**config.mk**
```make
export PLATFORM = sky130hd
export DESIGN_NAME = if_fetch_unit
export DESIGN_NICKNAME = d
export VERILOG_FILES = /design/src/rtl/if_pkg.sv /design/src/rtl/fetch_queue.sv /design/src/rtl/if_fetch_unit.sv
export SDC_FILE = /design/constraint.sdc
export NUM_CORES = 1
export LEC_CHECK = 0
export CAP_MARGIN = 20
export CELL_PAD_IN_SITES_DETAIL_PLACEMENT = 1
export CELL_PAD_IN_SITES_GLOBAL_PLACEMENT = 1
export CORE_AREA = 3 3 150 152
export DETAILED_ROUTE_END_ITERATION = 16
export DIE_AREA = 0 0 153 155
export PLACE_DENSITY = 0.84
export SYNTH_ARGS = -nofsm -noshare
export SYNTH_HDL_FRONTEND = slang
export SYNTH_SLANG_ARGS = --single-unit
```
**constraint.sdc**
```tcl
create_clock -name clk -period 15.6 [get_ports clk]
set_input_delay 3.12 -clock clk [delete_from_list [all_inputs] [get_ports clk]]
set_output_delay 3.12 -clock clk [all_outputs]
set_load 0.1 [all_outputs]
```
**src/rtl/if_pkg.sv**
```systemverilog
// Shared types and helpers for the instruction-fetch stage.
//   fetch_entry_t : one queued fetch {pc, instr} at the default widths
//   pc_inc        : wide PC increment; callers truncate to their own ADDR_W
package if_pkg;

  localparam int unsigned IF_ADDR_W   = 32;
  localparam int unsigned IF_DATA_W   = 32;
  localparam int unsigned IF_FQ_DEPTH = 2;
  localparam int unsigned FQ_PTR_W    = $clog2(IF_FQ_DEPTH);
  localparam int unsigned PC_MAX_W    = 64;

  typedef struct packed {
    logic [IF_ADDR_W-1:0] pc;
    logic [IF_DATA_W-1:0] instr;
  } fetch_entry_t;

  // Truncating the result to ADDR_W gives the mod 2^ADDR_W wrap.
  function automatic logic [PC_MAX_W-1:0] pc_inc(input logic [PC_MAX_W-1:0] pc,
                                                 input logic [PC_MAX_W-1:0] inc);
    return pc + inc;
  endfunction

endpackage

```
**src/rtl/fetch_queue.sv**
```systemverilog
// Synchronous FIFO of fetch entries.
//   flush     : empties the queue; wins over push and pop
//   push/pop  : may coincide; pop on empty and push on full without pop are ignored
//   head      : entry at the read pointer (meaningful only when !empty)
//   count/empty/full : occupancy
module fetch_queue
  import if_pkg::*;
#(
  parameter type         entry_t = fetch_entry_t,
  parameter int unsigned DEPTH   = IF_FQ_DEPTH
) (
  input  logic                 clk,
  input  logic                 rst_n,
  input  logic                 flush,
  input  logic                 push,
  input  entry_t               push_data,
  input  logic                 pop,
  output entry_t               head,
  output logic [$clog2(DEPTH):0] count,
  output logic                 empty,
  output logic                 full
);

  localparam int unsigned PTR_W = $clog2(DEPTH);
  localparam int unsigned CNT_W = PTR_W + 1;

  entry_t             mem [DEPTH];
  logic [PTR_W-1:0]   wr_ptr_q;
  logic [PTR_W-1:0]   rd_ptr_q;
  logic [CNT_W-1:0]   count_q;
  logic               do_push;
  logic               do_pop;

  assign empty   = (count_q == '0);
  assign full    = (count_q == CNT_W'(DEPTH));
  assign do_pop  = pop && !empty;
  assign do_push = push && (!full || do_pop);
  assign head    = mem[rd_ptr_q];
  assign count   = count_q;

  // Pointer and occupancy tracking; DEPTH is a power of two so pointers wrap naturally.
  always_ff @(posedge clk or negedge rst_n) begin
    if (!rst_n) begin
      wr_ptr_q <= '0;
      rd_ptr_q <= '0;
      count_q  <= '0;
    end else if (flush) begin
      wr_ptr_q <= '0;
      rd_ptr_q <= '0;
      count_q  <= '0;
    end else begin
      if (do_push) wr_ptr_q <= wr_ptr_q + PTR_W'(1);
      if (do_pop)  rd_ptr_q <= rd_ptr_q + PTR_W'(1);
      case ({do_push, do_pop})
        2'b10:   count_q <= count_q + CNT_W'(1);
        2'b01:   count_q <= count_q - CNT_W'(1);
        default: count_q <= count_q;
      endcase
    end
  end

  // Storage needs no reset: contents are only observed when the queue is non-empty.
  always_ff @(posedge clk) begin
    if (do_push && !flush) mem[wr_ptr_q] <= push_data;
  end

endmodule

```
**src/rtl/if_fetch_unit.sv**
```systemverilog
// Instruction-fetch stage: owns the PC, issues word reads to a synchronous
// instruction memory, queues the returned words and hands them to ID.
//   clk, rst_n                  : clock, async active-low reset
//   imem_req/imem_addr          : read request and address (address = PC)
//   imem_rdata                  : read data, valid the cycle after imem_req
//   redirect_valid/redirect_pc  : branch/jump redirect, squashes everything in flight
//   id_valid/id_ready           : handshake to ID
//   id_instr/id_pc/id_pc_next   : queue head and its sequential successor PC
module if_fetch_unit
  import if_pkg::*;
#(
  parameter int unsigned       DATA_W   = 32,
  parameter int unsigned       ADDR_W   = 32,
  parameter logic [ADDR_W-1:0] RESET_PC = '0,
  parameter int unsigned       PC_INC   = 1,
  parameter int unsigned       FQ_DEPTH = 2
) (
  input  logic              clk,
  input  logic              rst_n,
  output logic              imem_req,
  output logic [ADDR_W-1:0] imem_addr,
  input  logic [DATA_W-1:0] imem_rdata,
  input  logic              redirect_valid,
  input  logic [ADDR_W-1:0] redirect_pc,
  input  logic              id_ready,
  output logic              id_valid,
  output logic [DATA_W-1:0] id_instr,
  output logic [ADDR_W-1:0] id_pc,
  output logic [ADDR_W-1:0] id_pc_next
);

  localparam int unsigned CNT_W  = $clog2(FQ_DEPTH) + 1;
  localparam int unsigned USED_W = CNT_W + 1;

  typedef struct packed {
    logic [ADDR_W-1:0] pc;
    logic [DATA_W-1:0] instr;
  } entry_t;

  logic [ADDR_W-1:0] pc_q;
  logic              inflight_q;
  logic [ADDR_W-1:0] inflight_pc_q;

  logic              issue;
  logic              push;
  logic              pop;
  logic [USED_W-1:0] used;
  logic [ADDR_W-1:0] pc_seq;
  entry_t            push_data;
  entry_t            head;
  logic [CNT_W-1:0]  fq_count;
  logic              fq_empty;
  logic              fq_full;

  fetch_queue #(
    .entry_t (entry_t),
    .DEPTH   (FQ_DEPTH)
  ) u_fq (
    .clk       (clk),
    .rst_n     (rst_n),
    .flush     (redirect_valid),
    .push      (push),
    .push_data (push_data),
    .pop       (pop),
    .head      (head),
    .count     (fq_count),
    .empty     (fq_empty),
    .full      (fq_full)
  );

  // Credit check: queued + in-flight entries, less the one leaving now, must leave a free slot.
  assign pop    = id_valid && id_ready;
  assign used   = USED_W'(fq_count) + USED_W'(inflight_q) - USED_W'(pop);
  // The full guard never binds under the credit rule; it keeps a full queue from being overrun.
  assign issue  = rst_n && !redirect_valid && !(fq_full && !pop)
                  && (used < USED_W'(FQ_DEPTH));
  assign pc_seq = ADDR_W'(pc_inc(PC_MAX_W'(pc_q), PC_MAX_W'(PC_INC)));

  // Response of last cycle's issue is dropped if a redirect lands on it.
  assign push            = inflight_q && !redirect_valid;
  assign push_data.pc    = inflight_pc_q;
  assign push_data.instr = imem_rdata;

  assign imem_req  = issue;
  assign imem_addr = pc_q;

  // Head fields read as zero while the queue is empty.
  assign id_valid   = !fq_empty && !redirect_valid;
  assign id_instr   = fq_empty ? '0 : head.instr;
  assign id_pc      = fq_empty ? '0 : head.pc;
  assign id_pc_next = fq_empty ? '0
                    : ADDR_W'(pc_inc(PC_MAX_W'(head.pc), PC_MAX_W'(PC_INC)));

  // PC and in-flight tracking; redirect overrides sequential advance.
  always_ff @(posedge clk or negedge rst_n) begin
    if (!rst_n) begin
      pc_q          <= RESET_PC;
      inflight_q    <= 1'b0;
      inflight_pc_q <= '0;
    end else begin
      inflight_q <= issue;
      if (issue) inflight_pc_q <= pc_q;
      if (redirect_valid) pc_q <= redirect_pc;
      else if (issue)     pc_q <= pc_seq;
    end
  end

endmodule
```
==> Word level (Yosys, flattened, before mapping) <==
Memories as Yosys holds them, arrays and structs flattened.
Index checks and enable logic that the tools add are counted.
{ "totals": {"ff_bits": 69, "ramBits": 128, "out_inout_bits": 130, "elab_cells": 53, "n_memories": 1} }
{ "memory_table": {"columns": ["name", "depth", "word_bits", "rd", "rd_clocked_by_memory_dff", "wr", "line", "rtl"], "rows": [
  ["u_fq.mem", 2, 64, 1, 0, 1, "fetch_queue.sv:27", "entry_t mem [DEPTH];"]
]} }
{ "op_classes": {"add_sub_neg": 8, "magnitude_cmp": 1, "n_eq_ne": 3, "muxes": 13, "reduce_logical": 21} }
{ "op_table": {"columns": ["cell", "n"], "rows": [
  ["$mux 32", 5],
  ["$add 32x1->32 const B", 2],
  ["$logic_and 1x1->1", 10],
  ["$mux 1", 6],
  ["$reduce_bool 2->1", 3],
  ["$logic_not 1->1", 5],
  ["$eq 2x2->1 const B", 2],
  ["$pmux 2 s2", 1],
  ["$add 2x1->3", 1],
  ["$lt 3x2->1 const B", 1],
  ["$reduce_bool 3->1", 1],
  ["$sub 3x1->3", 1],
  ["$add 1x1->1 const B", 2],
  ["$add 2x1->2 const B", 1],
  ["$eq 2x1->1 const B", 1],
  ["$logic_not 2->1", 1],
  ["$mux 2", 1],
  ["$sub 2x1->2 const B", 1],
  ["$logic_or 1x1->1", 1]
]} }

==> Logic depth before layout (Yosys ltp) <==
{ "logic_depth": {"ltp_word": 11, "depth_mapped": 13, "mapped_depth_nobuf": 11} }

==> Hierarchy <==
Synthesis repeated with hierarchy kept, for this count alone.
{ "unflattened": {"cells_unflattened": 779, "area_unflattened_um2": 9171.3} }
{ "modules_own_cells": {"columns": ["mod", "instances", "cells_each", "area_per_inst_um2", "seq_area_each_um2"], "rows": [
  ["fetch_queue", 1, 224, 4853.4, 3943.8],
  ["if_fetch_unit", 1, 555, 4317.9, 1626.6]
]} }

==> Worst setup path after synthesis <==
Ideal clock, no wire load.
{ "synth_timing": {"kind": "input to output", "start": "input redirect_valid", "end": "output imem_req", "arrival_time_ps": 6947, "required_ps": 12480, "slack_ps": 5533, "cell_stages": 10, "n_path_buf": 3, "cell_sequence": "clkbuf_1 nor2_1 nand2_1 nor2_1 o21ai_0 fa_1 or2_0 buf_6 a211oi_2 buf_2"} }
{ "synth_via": {"elab_chain_len": 8, "word_cells_on_any_way": 11} }
{ "synth_rtl": {"columns": ["element", "line", "rtl"], "rows": [
  ["start, declared", "if_fetch_unit.sv:23", "input logic redirect_valid,"],
  ["$logic_not 1->1 (*)", "if_fetch_unit.sv:88", "assign id_valid = !fq_empty && !redirect_valid;"],
  ["$logic_and 1x1->1 (*)", "if_fetch_unit.sv:88", null],
  ["net id_valid", "if_fetch_unit.sv:26", "output logic id_valid,"],
  ["$logic_and 1x1->1 (*)", "if_fetch_unit.sv:72", "assign pop = id_valid && id_ready;"],
  ["branches (longest 4 deep; another with $sub 3x1->3)", null, null],
  ["$logic_and 1x1->1 (*)", "if_fetch_unit.sv:76", "&& (used < USED_W'(FQ_DEPTH));"],
  ["end, declared", "if_fetch_unit.sv:20", "output logic imem_req,"]
]} }
Mark *: on every way through the listed nets, which the timed path passes.

==> Worst setup path in the final report <==
{ "layout_timing": {"start": "input id_ready", "end": "output imem_req"} }
{ "layout_via": {"elab_chain_len": 6, "word_cells_on_any_way": 8} }
{ "layout_rtl": {"columns": ["element", "line", "rtl"], "rows": [
  ["start, declared", "if_fetch_unit.sv:25", "input logic id_ready,"],
  ["$logic_and 1x1->1 (*)", "if_fetch_unit.sv:72", null],
  ["branches (longest 4 deep; another with $sub 3x1->3)", null, null],
  ["$logic_and 1x1->1 (*)", "if_fetch_unit.sv:76", null]
]} }
Mark *: on every way between the ends.

==> flow_summary.json <==
{
  "cts_tree": "yes",
  "wl_per_cell_um": 20.6,
  "start_util_pct": 44.2,
  "swShare_pct": 32.7,
  "globalRouteTotalUtil_pct": 21.6,
  "yosysMostFrequentCell": "edfxtp_1",
  "synth_ff_type": "edfxtp_1",
  "synth_edf_count": 128,
  "wl_um": 25400,
  "power_w": 0.00143,
  "cellLeakagePower_nw": 4.21,
  "final_antenna_net_count": 0,
  "slew_violations": 0,
  "coreArea_sq_um": 21200,
  "period_needed_ps": 9880,
  "avgSynthCellArea_sq_um": 12.3,
  "p_clk_share_pct": 32.6,
  "cts_buffers": 17,
  "cp_max_fo": 10,
  "layout.nets": 1015,
  "final_util_pct": 57.6,
  "grt_pass1_vias": 7122,
  "cp-start-kind": "input pin",
  "synth_area_leaders": "edfxtp_1, dfrtp_1, mux2i_1",
  "min_period_over_period_pct": 63.3,
  "irDropWorstVdd_mv": 0.0751,
  "syn2layout_area_growth_pct": 30.1,
  "placed_area_sq_um": 11600,
  "clock_sinks": 197,
  "power_frac_seq_pct": 45.6,
  "drt_pass1_iterations": 4,
  "whs_ps": 469,
  "dieArea_sq_um": 23700,
  "status": "complete, no violations",
  "yosysTopAreaCellShare_pct": 41.1,
  "ys_seq_area_share_pct": 59.5,
  "synth_nets": 830,
  "criticalPathCategory": "in -> out",
  "root_buffer": "clkbuf_16",
  "hold_violations": 0,
  "vias": 6789,
  "cts_resized": 0,
  "synthCells": 759,
  "drive_above_1_share_pct": 9.93,
  "grt_overflow": 0,
  "post_cts_buffers": 0,
  "max_freq_mhz": 101,
  "rsz0062_at_grt": "no",
  "syn-cell-area_sq_um": 9360,
  "pwr_density_cell_nw_per_um2": 117,
  "drt-vias-per-instance": 5.51,
  "hold_buffers": 0,
  "setup_viol": 0,
  "drc": 0,
  "diodes": 0,
  "clk_pin_slew_worst_paths_ps": 70,
  "slew_headroom_pct": 30.4,
  "fin_area_sq_um": 12200,
  "ys_seq_elements": 197,
  "max_cap_violations": 0,
  "hold_class": "reg -> reg",
  "rows": 53,
  "ios": 198,
  "antenna_found_initial": 0,
  "cp.required_ps": 12480,
  "p_int_w": 0.000962,
  "grt_pass1_wl_um": 40500,
  "comb_power_share_pct": 21.9,
  "synth_cell_types": 67,
  "yosysWarnings": 0,
  "switching_power_w": 0.000466,
  "end_kind": "primary output",
  "worst-slew-pin-transition_ps": 1040,
  "clockBufferDepth": 2,
  "synth.largest_area_cell": "edfxtp_1",
  "grt_start_max_net_pins": 83,
  "drt_iter0_drc": 433,
  "htree_levels": 4,
  "finalWeightedCongestion": 0.851,
  "ys_top_cells_by_count": "edfxtp_1, nor2_1, dfrtp_1",
  "clock_latency_ps": 440,
  "cp_data_arrival_time_ps": 6760,
  "fp.dieW_um": 153,
  "clock_skew_ps": 11.0,
  "synthArstFlopShare_pct": 35.0,
  "tns_ps": 0,
  "dp.final_hpwl_um": 17800,
  "die_h_um": 155,
  "portBuffers": 197
}
[final cells by class]
type | count | area, sq um
inverters | 4 | 15.0
repair buffers | 204 | 2010
clock inverters | 11 | 135
multi-input cells | 520 | 3610
flip-flops and latches | 197 | 5570
well taps | 275 | 344
clock buffers | 21 | 493
fillers | 2141 | 8970
[state kept, by name (all words and copies together) (netlist names)]
signal and count:
imem_addr 32, inflight_pc_q 32, inflight_q 1, u_fq.count 2
u_fq.mem 128, u_fq.rd_ptr_q 1, u_fq.wr_ptr_q 1
[worst max-delay path, cell delays in order]
cell and delay, ps:
clkdlybuf4s50_1 700, nand2_1 140, nor2_1 220, o21ai_0 160, fa_1 480, or2_0 430, a211oi_4 320, clkdlybuf4s50_1 1180
[kinds of logic after synthesis]
| kind of cell | after synthesis | synth area share (%) |
|---|---|---|
| simple gates | 276 | 14.9 |
| flops | 197 | 59.5 |
| fa+ha+maj | 3 | 0.481 |
| mux | 104 | 11.7 |
| xor+xnor | 39 | 3.65 |
| buf+inv | 42 | 2.23 |
| compound gates | 98 | 7.51 |
[layer usage]
layer,vias up,global-route usage [%],routed length [um]
met4,0,5.39,346
met2,222,34.9,11900
li1,3188,-,-
met3,29,3.84,1320
met5,-,0,0
met1,3350,30.5,11800
[layout by cell type, fill, tap and decap left out, types with 7 or more instances in the layout]
cell type        instances
a21oi_1                 11
and2_1                  14
and3_1                   9
and4_1                   7
buf_4                    7
clkbuf_16               19
clkdlybuf4s50_1        195
dfrtp_1                 68
edfxtp_1               128
mux2_1                   8
mux2_2                  36
mux2i_1                 60
nand2_1                 66
nand3_1                 24
nand3b_1                10
nand4_1                 15
nor2_1                  91
nor3_1                  11
o21ai_0                 31
o31ai_1                 12
xnor2_1                 24
xor2_1                  15
[path summary, 6_finish.rpt]
check | startpoint | cells after the start | to | slack [ps]
min in group asynchronous | rst_n | 2 | imem_addr[29] | 2890
setup reg to reg | u_fq.count[1] | 11 | imem_addr[20] | 11810
max in group asynchronous | rst_n | 2 | u_fq.rd_ptr_q | 12030
hold / removal | inflight_pc_q[30] | 0 | u_fq.mem[1][62] | 470
hold reg to reg | inflight_pc_q[30] | 0 | u_fq.mem[1][62] | 470
setup / recovery | id_ready | 8 | imem_req | 5720
[metrics by stage]
step           cells  setup WS [ps]
6_report        1232           5720
5_1_grt         1232           5540
4_1_cts         1232           5710
3_5_place_dp    1200           5780
3_3_place_gp    1200           5920
2_1_floorplan    759           5530
[power groups by stage]
stage                     logic [W]  clock network, W  registers [W]
after floorplan            0.000172                 0       0.000702
after global placement     0.000306                 0       0.000656
after detailed placement   0.000311                 0       0.000660
after CTS                  0.000314          0.000472       0.000651
after global routing       0.000328          0.000498       0.000657
final                      0.000312          0.000465       0.000651
Power figures use the tool's default switching activity.
